$ cat src/rtl/l1_scaler_bank.sv
// l1_scaler_bank
//   Per-channel L1 trigger scaler bank with a Wishbone target.
//   Running counters accumulate trigger pulses over a programmable gate.
//   At gate end all counts are copied into holding registers on one edge,
//   and the bus reads those holding registers.
//
// Ports
//   wb_clk_i              sole clock
//   wb_rst_i              synchronous active-high reset
//   trig_i[NCHAN]         synchronized trigger pulses, one count per high cycle
//   wb_cyc_i / wb_stb_i   Wishbone cycle / strobe
//   wb_we_i               write enable
//   wb_adr_i[12:0]        byte address; word index is wb_adr_i[12:2]
//   wb_dat_i[31:0]        write data
//   wb_sel_i[3:0]         byte selects; unused, all accesses are full-word
//   wb_ack_o              registered single-cycle acknowledge
//   wb_dat_o[31:0]        read data, valid with wb_ack_o, zero otherwise
//   wb_err_o / wb_rty_o   tied low
//
// Register map (byte address)
//   0x000 + 4n  latched scaler n (read-only)
//   0x100       CTRL: [0] ENABLE rw, [1] NEW ro sticky, [31:16] GATE_SEQ ro
//   0x104       PERIOD: gate length in clocks
module l1_scaler_bank #(
    parameter int unsigned NCHAN          = 8,
    parameter int unsigned SCALER_BITS    = 24,
    parameter logic [31:0] DEFAULT_PERIOD = 32'd125000000
) (
    input  logic             wb_clk_i,
    input  logic             wb_rst_i,
    input  logic [NCHAN-1:0] trig_i,
    input  logic             wb_cyc_i,
    input  logic             wb_stb_i,
    input  logic             wb_we_i,
    input  logic [12:0]      wb_adr_i,
    input  logic [31:0]      wb_dat_i,
    input  logic [3:0]       wb_sel_i,
    output logic             wb_ack_o,
    output logic [31:0]      wb_dat_o,
    output logic             wb_err_o,
    output logic             wb_rty_o
);

    localparam logic [SCALER_BITS-1:0] CNT_MAX     = '1;
    localparam logic [10:0]            CTRL_WORD   = 11'h040;
    localparam logic [10:0]            PERIOD_WORD = 11'h041;

    logic [SCALER_BITS-1:0] cnt  [NCHAN];
    logic [SCALER_BITS-1:0] hold [NCHAN];
    logic [31:0]            tmr;
    logic [31:0]            period;
    logic                   enable;
    logic                   new_flag;
    logic [15:0]            gate_seq;

    logic [10:0] word;
    logic        accept;
    logic        terminal;
    logic        wr_cfg;
    logic        rd_ctrl;
    logic        clear_run;
    logic [31:0] rd_data;
    logic        unused_bits;

    assign word     = wb_adr_i[12:2];
    assign accept   = wb_cyc_i & wb_stb_i & ~wb_ack_o;
    assign terminal = enable && (period != 32'd0) && (tmr == period - 32'd1);
    assign wr_cfg   = accept && wb_we_i && ((word == CTRL_WORD) || (word == PERIOD_WORD));
    assign rd_ctrl  = accept && !wb_we_i && (word == CTRL_WORD);

    // Any of these restarts the gate: counters and timer go to zero this edge.
    assign clear_run = !enable || (period == 32'd0) || terminal || wr_cfg;

    assign wb_err_o    = 1'b0;
    assign wb_rty_o    = 1'b0;
    assign unused_bits = ^{wb_sel_i, wb_adr_i[1:0]};

    function automatic logic [SCALER_BITS-1:0] sat_add(input logic [SCALER_BITS-1:0] v,
                                                       input logic inc);
        return (inc && (v != CNT_MAX)) ? v + SCALER_BITS'(1) : v;
    endfunction

    // Read mux sees pre-update state, so a read on a latch edge returns old data.
    always_comb begin
        rd_data = '0;
        if (word == CTRL_WORD) begin
            rd_data = {gate_seq, 14'b0, new_flag, enable};
        end else if (word == PERIOD_WORD) begin
            rd_data = period;
        end else begin
            for (int n = 0; n < NCHAN; n++) begin
                if (word == 11'(n)) begin
                    rd_data[SCALER_BITS-1:0] = hold[n];
                end
            end
        end
    end

    always_ff @(posedge wb_clk_i) begin
        if (wb_rst_i) begin
            wb_ack_o <= 1'b0;
            wb_dat_o <= '0;
            tmr      <= '0;
            period   <= DEFAULT_PERIOD;
            enable   <= 1'b0;
            new_flag <= 1'b0;
            gate_seq <= '0;
            for (int n = 0; n < NCHAN; n++) begin
                cnt[n]  <= '0;
                hold[n] <= '0;
            end
        end else begin
            wb_ack_o <= accept;
            wb_dat_o <= (accept && !wb_we_i) ? rd_data : 32'd0;

            tmr <= clear_run ? 32'd0 : tmr + 32'd1;

            // A pulse on the terminal cycle belongs to the gate being closed.
            for (int n = 0; n < NCHAN; n++) begin
                cnt[n] <= clear_run ? '0 : sat_add(cnt[n], trig_i[n]);
                if (terminal) begin
                    hold[n] <= sat_add(cnt[n], trig_i[n]);
                end
            end

            // Latch sets NEW even when a CTRL read is accepted on the same edge.
            if (terminal) begin
                new_flag <= 1'b1;
                gate_seq <= gate_seq + 16'd1;
            end else if (rd_ctrl) begin
                new_flag <= 1'b0;
            end

            if (accept && wb_we_i) begin
                if (word == CTRL_WORD) begin
                    enable <= wb_dat_i[0];
                end else if (word == PERIOD_WORD) begin
                    period <= wb_dat_i;
                end
            end
        end
    end

endmodule

$ cat config.mk
export PLATFORM = sky130hd
export DESIGN_NAME = l1_scaler_bank
export DESIGN_NICKNAME = d
export VERILOG_FILES = /design/src/rtl/l1_scaler_bank.sv
export SDC_FILE = /design/constraint.sdc
export NUM_CORES = 1
export LEC_CHECK = 0
export CORE_UTILIZATION = 63
export CTS_BUF_LIST = sky130_fd_sc_hd__clkbuf_8
export CTS_CLUSTER_SIZE = 30
export DETAILED_ROUTE_END_ITERATION = 16
export GPL_ROUTABILITY_DRIVEN = 0
export GPL_TIMING_DRIVEN = 0
export PLACE_DENSITY = 0.87
export RECOVER_POWER = 100
export SLEW_MARGIN = 25
export SYNTH_ARGS = -nofsm -noshare
export SYNTH_HDL_FRONTEND = slang
export SYNTH_SLANG_ARGS = --single-unit
$ cat constraint.sdc
create_clock -name wb_clk_i -period 8.2 [get_ports wb_clk_i]
set_input_delay 1.64 -clock wb_clk_i [delete_from_list [all_inputs] [get_ports wb_clk_i]]
set_output_delay 1.64 -clock wb_clk_i [all_outputs]
set_load 0.02 [all_outputs]
### After elaboration in Yosys (flattened, before gate mapping)

Memory sizes are Yosys's and may differ from the RTL's.
Cells that the tools add are included.

| cells by class | value |
|---|---|
| $add $sub $neg | 11 |
| equality and inequality tests | 18 |
| multiplexer cells | 51 |
| bitwise gates (word level) | 21 |
| reduce and logical (&&, ||, !) cells | 29 |

Operator list:

| cell | number |
|---|---|
| $mux 24 | 41 |
| $add 24x1->24 const B | 8 |
| $ne 24x24->1 const B | 8 |
| $eq 11x3->1 const B | 4 |
| $add 32x1->32 const B | 1 |
| $eq 32x32->1 | 1 |
| $logic_not 32->1 | 1 |
| $mux 32 | 1 |
| $reduce_bool 32->1 | 1 |
| $sub 32x1->32 const B | 1 |
| $eq 11x2->1 const B | 2 |
| $eq 11x7->1 const B | 2 |
| $add 16x1->16 const B | 1 |
| $or 1x1->1 | 16 |
| $logic_and 1x1->1 | 14 |
| $eq 11x1->1 const B | 1 |
| $logic_not 11->1 | 1 |
| $mux 1 | 8 |
| $mux 8 | 1 |
| $logic_or 1x1->1 | 4 |
| $reduce_or 2->1 | 2 |
| $not 1->1 | 3 |
| $reduce_and 3->1 | 1 |
| $reduce_or 3->1 | 1 |
| 4 further kinds | 6 |

| word-level totals | value |
|---|---|
| bits in registers | 115 |
| memory bits (writable) | 384 |
| bits of input ports | 62 |
| output and inout port bits | 35 |
| word-level logic and storage cells | 140 |
| memories kept | 2 |

Memory list:

| name | words | bits a word | read ports | clocked after memory_dff | wr ports | RTL line | text |
|---|---|---|---|---|---|---|---|
| cnt | 8 | 24 | 8 | 0 | 8 | 48 | `logic [SCALER_BITS-1:0] cnt [NCHAN];` |
| hold | 8 | 24 | 8 | 0 | 8 | 49 | `logic [SCALER_BITS-1:0] hold [NCHAN];` |

### Logic depth before layout (Yosys ltp)

| depth | value |
|---|---|
| word-level depth | 11 |
| depth in mapped cells | 14 |

### Worst setup path before layout

Ideal clock, no wire load.

| timing | value |
|---|---|
| path type | register -> register |
| start point | reg period[6] |
| end point | mem hold[0][0], enable pin |
| arrival | 6540 ps |
| slack | 1100 ps |
| cell stages (with the launch flop) | 11 |
| clock period less this slack | 7100 ps |
| cells stage by stage | dfxtp_1 buf_2 nor4_4 nand4_1 buf_2 or4_1 a22oi_1 nand4_2 nor4b_2 nand2_1 nand2_1 |

RTL lines:

| what | RTL line | text |
|---|---|---|
| start, declared | 51 | `logic [31:0] period;` |
| start signal, assigned | 138 | `period <= wb_dat_i;` |
| end, declared | 49 |  |

==> impl_summary.md <==
Outcome
The flow ran to the end, but the final reports show violations. The final reports fail on max-capacitance violations, max-slew violations.

Global route
The number of global-route vias before repair came to 17980. Entering global routing, the biggest net connects 56 pins. The overflow left after global routing is 0.

The number of antenna violations at the first check in global routing is 2. The first global-routing pass estimated 95120 microns of wire. The total global routing track utilization is 33.77%.

Die
The die outline height is about 190 microns. For this configuration, the core starts out at a cell density of around 64%. The floorplan has 68 rows. The total core area is 34710 sq um. The floorplan step set the die width to around 190 microns. The number of I/O pins is 97.

The floorplan step defined a die boundary enclosing 36210 sq um.

CTS
The post-CTS setup buffer count is 0. Counting along the longest clock path gives a buffer depth of 3. Clock tree synthesis selected as its root buffer the cell clkbuf_8. The number of hold buffers added after CTS was 0.

Counting the buffers created by CTS gives 79. The clock net in this run drives a total of 499 sinks. The number of gates resized after CTS is 0. The number of H-tree branching levels is 3. After clock tree synthesis, the clock-pin slew on the worst setup and hold paths is 0.06 ns. TritonCTS built the clock tree. The latest clock arrival within the worst-skew pair is roughly 0.64 ns.

Worst setup path
The capture point of the worst reg-to-reg path is hold[1][22]. The classification of the worst setup path is register to register. In this run the worst setup path begins at period[1]. The kind of start point of the critical path is a register. The end point of the critical path is hold[1][22]. The maximum fanout along the worst path is 53. The worst-case register-to-register setup slack is 2.19 ns. The critical path crosses 13 cells after its start point.

The cell count of the worst reg-to-reg path is 13. The cell family contributing the most delay on the critical path is simple AND/OR/NAND/NOR gates. For this run, the slowest stage of the critical path takes ~1.4 ns. Data on the critical path arrives at its endpoint at 6.32 ns. STA classifies the critical path endpoint as a register.

Walking the worst path, the cells encountered are inv_1 > ha_1 > nor2b_1 > nand4_1 > clkbuf_1 > or4_1 > a22oi_1 > nand4_1 > nor4b_1 > nand2_1 > nand2_1 > buf_16 > buf_12. The source of the worst register-to-register timing path is period[1]. The number of buffers and inverters on the critical path is 4.

The slowest cell on the critical path is nand2_1. For the worst setup path, the data required time is 8.51 ns.

Detailed routing
After detailed routing, the number of vias per cell comes to around 6.2. The routed layout has between 15000 and 20000 vias. The average wire per cell in the routed design is 20.35 microns. For this block, the initial DRC count from the detailed router was 2234. The iteration count of the initial detailed-routing pass is 8.

The post-detailed-route DRC marker count is 0. Wires add up to 60860 microns. The count of nets left with antenna violations once routing finished came out at 0.

Yosys
Counting flops with a built-in enable in the synthesized netlist gives 192. After synthesis, the share of flip-flops with an asynchronous set or reset is 0%. The synthesized instance count is 2298. The count of warnings emitted by yosys is 0.

The register area share after synthesis is 53.33%. The largest area contributor in the synthesized netlist is dfxtp_1. The distinct cell type count after synthesis is 67. The proportion of netlist area held by the largest area contributor is 27.52%. Yosys attributes the largest share of cell area to dfxtp_1, edfxtp_1, nor2_1. The commonest register cell after synthesis is dfxtp_1.

The post-synthesis instance area is about 22000 sq um. After synthesis, the mean cell area works out to 9.719 sq um. In this run, synthesis produced a sequential element count of 499.

STA
The max-slew violation count is 38. The timing-limited maximum frequency is 0.1663 GHz. The final critical path time including I/O delays and setup is 6.013 ns. Setup violations remaining at the end of the flow were counted as 0. The worst pin sits at a relative slew slack of -25.75%. The setup clock skew after layout is 0.03050 ns. Setup repair after global routing left no endpoint under its margin. The setup slack of the critical path after layout is about 2.2 ns.

For the pin with the worst max-slew slack, the measured transition is 1.882 ns. In the finished design, the share of the clock period the worst path needs comes to about three quarters. The sum of negative setup slack is 0 ns. The number of hold violations in the final report is 0.

Finish
In the final layout, the share of cells above drive strength 1 is roughly 6.7%. Compared with the post-synthesis result, the final layout area differs by 13.03%. The finished cells cover 25240 sq um. The number of fillers in the final layout is ~2400. The antenna diode count is 0. The post-layout net count is approximately 2500. Excluding fillers, the count of instances in the completed layout stands at 2991.

Pwr
The analysis attributes to cell leakage a power of 8.652 nW. The worst-case IR drop observed on VDD is 0.1215 mV. The power density of the placed cells is 191.1 nW/um^2. The final total power is 4.824 mW.

Placed design
The worst slack after detailed placement is 2.863 ns. The count of buffers added on input and output ports is 87. Summing all placed instances gives a cell area of 23860 sq um.

Counting tap cells, the placed design contains a total of 2844 instances. Detailed placement finished with a half-perimeter wire length of ~43000 microns.

Min path
The path type of the worst min-delay path is register to register.

Run
The number of max-capacitance violations reported is 1.
==> flip-flops by register name (all words and copies together) (netlist names) <==
| signal | cells |
|---|---|
| cnt | 192 |
| enable | 1 |
| gate_seq | 16 |
| hold | 192 |
| new_flag | 1 |
| period | 32 |
| tmr | 32 |
| wb_ack_o | 1 |
| wb_dat_o | 32 |
==> cells in the final DEF (no fill, tap or decap), drive strengths merged, types with 33 or more instances in the layout <==
cell type	instances
nand4	58
nand3	97
nand2	181
xnor2	103
xor2	146
inv	57
nor2	552
dlygate4sd3	36
and4	33
clkdlybuf4s50	51
clkbuf	204
dfxtp	307
and3	48
a21oi	39
a222oi	35
edfxtp	192
==> synthesized netlist by cell type (all sizes together) (26+ instances only) <==
library cell and count:
a21oi 39, xor2 146, a222oi 35, o21ai 28, nand2 181, mux2i 28, edfxtp 192, nand3 97
xnor2 103, clkbuf 75, nor3 31, inv 26, nor2 552, dfxtp 307, and3 48, and4 33
buf 50, nand4 58
==> cells by family after synthesis <==
| family | share of synthesized area, % |
|---|---|
| AO/OA/AOI/OAI | 7.552 |
| flip-flops | 53.33 |
| multiplexers | 2.314 |
| other | 0.01679 |
| buffers and inverters | 3.160 |
| XOR/XNOR | 9.765 |
| AND/OR/NAND/NOR | 23.24 |
| adder cells (fa/ha/maj) | 0.6162 |
==> worst register-to-register path, delay by kind of cell, from the launching register on <==
family	cells	cell delay, ns
DFF	1	0.37
and+or+nand+nor	7	3.88
AOI/OAI and AO/OA	1	0.22
buffers and inverters	4	1.04
adders and majority gates	1	0.17
==> power breakdown <==
group	switching, mW	internal, mW
sequential	0.0252	2.62
combinational	0.0668	0.0456
clock	1.01	1.06
==> metal layers <==
metal / vias up / global-route usage (%) / part of all wire [%]
met4: 2 / 20.74 / 6.3
li1: 8415 / - / -
met2: 1048 / 54.71 / 46
met1: 8774 / 42.06 / 38
met3: 235 / 6.036 / 9.4
met5: - / 0 / 0.015
==> area by class of cell <==
class / count / area, sq um / area share [%]
well taps: 455 / 569.3 / 2.255
clock inverters: 56 / 287.8 / 1.140
plain buffers: 125 / 481.7 / 1.908
inverters: 27 / 101.3 / 0.4015
clock buffers: 91 / 1252 / 4.962
multi-input cells: 1648 / 9693 / 38.40
flip-flops and latches: 499 / 11910 / 47.19
repair buffers: 90 / 945.9 / 3.747
==> worst min path at each step <==
stage	from	to	slack, ns	depth (start not counted)
floorplan	new_flag	new_flag	0.44	2
global placement	new_flag	new_flag	0.45	2
detailed placement	new_flag	new_flag	0.47	2
CTS	new_flag	new_flag	0.47	2
global route	new_flag	new_flag	0.50	2
finish	new_flag	new_flag	0.47	2
==> through the flow <==
stage	utilization, %	hold WS, ns
after floorplan	-	0.4400
after global placement	68.50	0.4523
after detailed placement	68.74	0.4653
after CTS	73.17	0.4730
after global routing	72.72	0.4985
final	72.72	0.4715
Power figures use the tool's default switching activity.
